## config.mk

```make
export PLATFORM = sky130hd
export DESIGN_NAME = ble_crc_whitener
export DESIGN_NICKNAME = d
export VERILOG_FILES = /design/src/rtl/ble_crc_whitener.sv
export SDC_FILE = /design/constraint.sdc
export NUM_CORES = 1
export LEC_CHECK = 0
export ABC_AREA = 1
export CORE_AREA = 4 4 76 78
export DETAILED_ROUTE_END_ITERATION = 16
export DIE_AREA = 0 0 80 82
export PLACE_DENSITY = 0.74
export SYNTH_ARGS = -nofsm -noshare
export SYNTH_HDL_FRONTEND = slang
export SYNTH_SLANG_ARGS = --single-unit
```

## constraint.sdc

```tcl
create_clock -name aclk -period 1.3 [get_ports aclk]
set_input_delay 0.26 -clock aclk [delete_from_list [all_inputs] [get_ports aclk]]
set_output_delay 0.26 -clock aclk [all_outputs]
set_load 0.05 [all_outputs]
```

## src/rtl/ble_crc_whitener.sv

```systemverilog
// BLE link-layer bit-serial back end: appends the 24-bit CRC to the PDU and
// whitens both PDU and CRC bits before they go to the modulator.
//
// state   | meaning
// --------+-----------------------------------------------
// IDLE    | no packet open; next accepted bit samples the seeds
// PAYLOAD | packet open, PDU bits flowing through
// CRC     | PDU done, shifting out the 24 CRC bits
module ble_crc_whitener #(
  parameter logic [23:0] C_CRC_POLY  = 24'h00065B,
  parameter int          C_CRC_WIDTH = 24
) (
  input  logic                   aclk,
  input  logic                   aresetn,
  input  logic                   restart,
  input  logic [C_CRC_WIDTH-1:0] crc_init,
  input  logic [6:0]             whiten_init,
  input  logic                   whiten_en,
  input  logic                   input_tdata,
  input  logic                   input_tvalid,
  output logic                   input_tready,
  input  logic                   input_tlast,
  output logic                   output_tdata,
  output logic                   output_tvalid,
  input  logic                   output_tready,
  output logic                   output_tlast
);

  typedef enum logic [1:0] {
    IDLE    = 2'd0,
    PAYLOAD = 2'd1,
    CRC     = 2'd2
  } state_t;

  localparam logic [4:0] C_LAST_CNT = 5'(C_CRC_WIDTH - 1);

  state_t                   r_state, w_nxt_state;
  logic [C_CRC_WIDTH-1:0]   r_crc, w_nxt_crc;
  logic [6:0]               r_lfsr, w_nxt_lfsr;
  logic                     r_we, w_nxt_we;
  logic [4:0]               r_cnt, w_nxt_cnt;
  logic                     r_tdata, w_nxt_tdata;
  logic                     r_tvalid, w_nxt_tvalid;
  logic                     r_tlast, w_nxt_tlast;

  logic                     w_out_free;
  logic                     w_accept;
  logic [C_CRC_WIDTH-1:0]   w_c;
  logic [6:0]               w_w;
  logic                     w_we;
  logic                     w_fb;

  // x^7 + x^4 + 1 whitening LFSR, one step
  function automatic logic [6:0] f_lfsr_step(input logic [6:0] w);
    logic [6:0] s;
    s    = {w[5:0], w[6]};
    s[4] = w[3] ^ w[6];
    return s;
  endfunction

  assign w_out_free    = ~r_tvalid | output_tready;
  assign input_tready  = (r_state != CRC) & w_out_free;
  assign w_accept      = input_tvalid & input_tready;

  // Seeds are taken straight from the ports on the first bit of a packet
  assign w_c  = (r_state == IDLE) ? crc_init    : r_crc;
  assign w_w  = (r_state == IDLE) ? whiten_init : r_lfsr;
  assign w_we = (r_state == IDLE) ? whiten_en   : r_we;
  assign w_fb = input_tdata ^ w_c[C_CRC_WIDTH-1];

  always_comb begin
    w_nxt_state  = r_state;
    w_nxt_crc    = r_crc;
    w_nxt_lfsr   = r_lfsr;
    w_nxt_we     = r_we;
    w_nxt_cnt    = r_cnt;
    w_nxt_tdata  = r_tdata;
    w_nxt_tvalid = r_tvalid;
    w_nxt_tlast  = r_tlast;

    if (r_state != CRC) begin
      if (w_accept) begin
        w_nxt_crc    = {w_c[C_CRC_WIDTH-2:0], 1'b0} ^ (w_fb ? C_CRC_POLY : '0);
        w_nxt_lfsr   = f_lfsr_step(w_w);
        w_nxt_we     = w_we;
        w_nxt_tdata  = input_tdata ^ (w_we & w_w[6]);
        w_nxt_tvalid = 1'b1;
        w_nxt_tlast  = 1'b0;
        if (input_tlast) begin
          w_nxt_state = CRC;
          w_nxt_cnt   = '0;
        end else begin
          w_nxt_state = PAYLOAD;
        end
      end else if (w_out_free) begin
        w_nxt_tvalid = 1'b0;
        w_nxt_tlast  = 1'b0;
      end
    end else if (w_out_free) begin
      w_nxt_tdata  = r_crc[C_CRC_WIDTH-1] ^ (r_we & r_lfsr[6]);
      w_nxt_crc    = {r_crc[C_CRC_WIDTH-2:0], 1'b0};
      w_nxt_lfsr   = f_lfsr_step(r_lfsr);
      w_nxt_tvalid = 1'b1;
      w_nxt_cnt    = r_cnt + 5'd1;
      w_nxt_tlast  = 1'b0;
      if (r_cnt == C_LAST_CNT) begin
        w_nxt_tlast = 1'b1;
        w_nxt_state = IDLE;
        w_nxt_cnt   = '0;
      end
    end
  end

  always_ff @(posedge aclk or negedge aresetn) begin
    if (!aresetn) begin
      r_state  <= IDLE;
      r_crc    <= '0;
      r_lfsr   <= '0;
      r_we     <= 1'b0;
      r_cnt    <= '0;
      r_tdata  <= 1'b0;
      r_tvalid <= 1'b0;
      r_tlast  <= 1'b0;
    end else if (restart) begin
      r_state  <= IDLE;
      r_crc    <= '0;
      r_lfsr   <= '0;
      r_we     <= 1'b0;
      r_cnt    <= '0;
      r_tdata  <= 1'b0;
      r_tvalid <= 1'b0;
      r_tlast  <= 1'b0;
    end else begin
      r_state  <= w_nxt_state;
      r_crc    <= w_nxt_crc;
      r_lfsr   <= w_nxt_lfsr;
      r_we     <= w_nxt_we;
      r_cnt    <= w_nxt_cnt;
      r_tdata  <= w_nxt_tdata;
      r_tvalid <= w_nxt_tvalid;
      r_tlast  <= w_nxt_tlast;
    end
  end

  assign output_tdata  = r_tdata;
  assign output_tvalid = r_tvalid;
  assign output_tlast  = r_tlast;

endmodule
```

==> results.yml <==
run_status:
  status: "complete, but fails checks"
  violations: "setup timing"
grt:
  grt_overflow: 0
  grt_pass1_wl_um: 13600
  grt_pass1_vias: 2765
  antenna_found_initial: 0
  grt_max_degree: 43
  track_usage: 0.274
finish:
  fillers: 263
  area_growth_pct: 81.7
  drive_gt1_frac: 0.432
  final_cell_mix: "nand2_1, dfrtp_1, clkdlybuf4s50_1"
  final_common_cell: "nand2_1"
  stdcell_area_um2: 4240
  antenna-diode-count: 0
  fin_cells: 484
  post-route-util: 0.836
  fin_nets: 454
synthesis:
  synth-edff-count: 0
  synth_area_um2: 2340
  ys_ff_latch: 42
  synth_area_leaders: "dfrtp_1, nand2_1, o21ai_0"
  synthCells: 319
  yosysTopAreaCell: "dfrtp_1"
  synth_fp_nets: 359
  seq_area_frac_synth: 0.450
  synth_top_area_frac: 0.450
  ys_types: 22
  postSynth.asyncResetShare: 1.00
  avgSynthCellArea_um2: 7.32
  synthFlopType: "dfrtp_1"
  yosys_warnings: 0
clocking:
  cts_buffers: 5
  cts_tree: "done"
  cts-root-buf: "clkbuf_8"
  clock_path_buffers: 2
  clock_sinks: 42
  cts.reportedPaths.clkPinSlew_ps: 90
  htreeDepth: 2
  clk_latency_ps: 310
place:
  io_buffers: 42
  dp_hpwl_um: 4310
  globalplace.congestion: 0.870
  dp_slack_ps: -387
  dpl_cell_area_um2: 3140
  dp_cells: 452
timing:
  finalCritPeriodShare: 1.24
  finalClockSkew_ps: 14.7
  min_period_ps: 1610
  fin_ws_ps: -309
  max_freq_mhz: 621
  worst_pin_slew_ps: 518
  relSlewSlack: 0.652
  hold_viol: 0
  setup_viol: 43
  rsz0062_at_grt: "yes"
  finalMaxSlewViolations: 0
setup_path:
  critPathMaxFanout: 3
  reg2reg_from: "r_state[0]"
  worstPathRequired_ps: 1530
  critPathKind: "reg -> reg"
  rr_worst_depth: 10
  critPathLaunchType: "register"
  reg2reg_slack_ps: -310
  regToRegEndpoint: "r_cnt[3]"
  arrival_ps: 1840
  end_kind: "register"
min_path:
  hold_path.class: "in -> async"
drt:
  drt-initial-drc-count: 317
  drc: 0
  drtPass1Iterations: 5
  drt-total-wl_um: 9600
  route.vias.total: 2845
  ant_nets: 0
  wl_per_cell_um: 19.8
  via_per_inst: 5.88
job:
  max_cap_viol_count: 0
pwr:
  power_leakage_uw: 0.00190
  irDropWorstVdd_uv: 893
  power_density_nw_per_um2: 1300
die:
  die_w_um: 80
  die_area_um2: 6560
  start_util: 0.460
  ios: 43
  rows: 26
  die_h_um: 82
  core_um2: 5070
-- Yosys cell counts (3+ instances only) --
library cell,count
mux2i_1,6
nor2_1,19
inv_1,38
dfrtp_1,42
nand3_1,35
inv_2,3
nand2_1,84
nor2_2,4
o21ai_0,38
clkbuf_1,4
o22ai_1,20
buf_2,9
o21ai_1,4
-- routing by layer --
layer  track usage  share of wire  wire [um]
met1         0.318           0.37       3510
met2         0.488           0.50       4810
met3        0.0537          0.081        780
met4         0.123          0.052        504
met5             0              0          0
-- layout make-up --
| cell class | instances | area, um2 | share of cell area |
|---|---|---|---|
| clock buffers | 6 | 82.6 | 0.0195 |
| multi-input cells | 223 | 1680 | 0.395 |
| clock inverters | 1 | 30.0 | 0.00708 |
| inverters | 41 | 165 | 0.0389 |
| flip-flops and latches | 42 | 1050 | 0.248 |
| repair buffers | 101 | 1150 | 0.270 |
| well taps | 70 | 87.6 | 0.0206 |
-- power breakdown --
part | switching, uW | internal [uW]
Sequential | 168 | 1530
Combinational | 1500 | 1260
Clock | 470 | 615
Total | 2140 | 3400
-- sequential cells by signal, summed over array words and instances (netlist names) --
name	count
output_tdata	1
r_crc	24
r_state	2
r_we	1
output_tlast	1
r_lfsr	7
r_cnt	5
output_tvalid	1
-- logic make-up (layout without fill, tap and decap cells) --
group                      after synthesis  count (layout)  share of synthesized area
AOI/OAI and AO/OA                       64              64                      0.149
and+or+nand+nor                        150             151                      0.272
muxes                                    6               6                     0.0257
xor gates and xnor gates                 1               1                    0.00375
adders and majority gates                1               1                    0.00536
buffers and inverters                   55             149                     0.0948
DFF                                     42              42                      0.450
-- per-stage QoR --
step           hold WS, ps  power [uW]  setup TNS [ps]
2_1_floorplan        -35.6        2590            -578
3_3_place_gp           247        3150          -10310
3_5_place_dp           249        3200          -12270
4_1_cts                472        5020           -4020
5_1_grt                475        5760          -10090
6_report               456        5540           -8070
-- how the worst max path moves through the flow --
| stage | startpoint | to | cells past startpoint |
|---|---|---|---|
| 2_1_floorplan | output_tvalid | r_crc[10] | 10 |
| 3_3_place_gp | restart | r_cnt[2] | 9 |
| 3_5_place_dp | restart | r_state[1] | 8 |
| 4_1_cts | r_state[0] | input_tready | 6 |
| 5_1_grt | r_state[1] | r_crc[9] | 9 |
| 6_report | r_state[0] | r_cnt[3] | 10 |
-- critical path, stage by stage (launching register included) --
cell and delay, ps:
dfrtp_1 440, buf_6 140, nor2_4 90, nor2_2 60, buf_4 150, inv_1 90, nor2_2 70, nor2_4 190
buf_6 150, nand3_2 90, nand2_2 80
-- what timing repair did --
item | in CTS | in global routing
endpoints found under the setup margin | 41 | 42
buffers inserted | 17 | 5
pin swaps | 37 | 28
gates resized for setup | 135 | 54
gates cloned | 7 | 0
hold endpoints to repair | 42 | 0
hold buffers | 1 | 0
No activity file was read; power rests on OpenSTA's default activity.
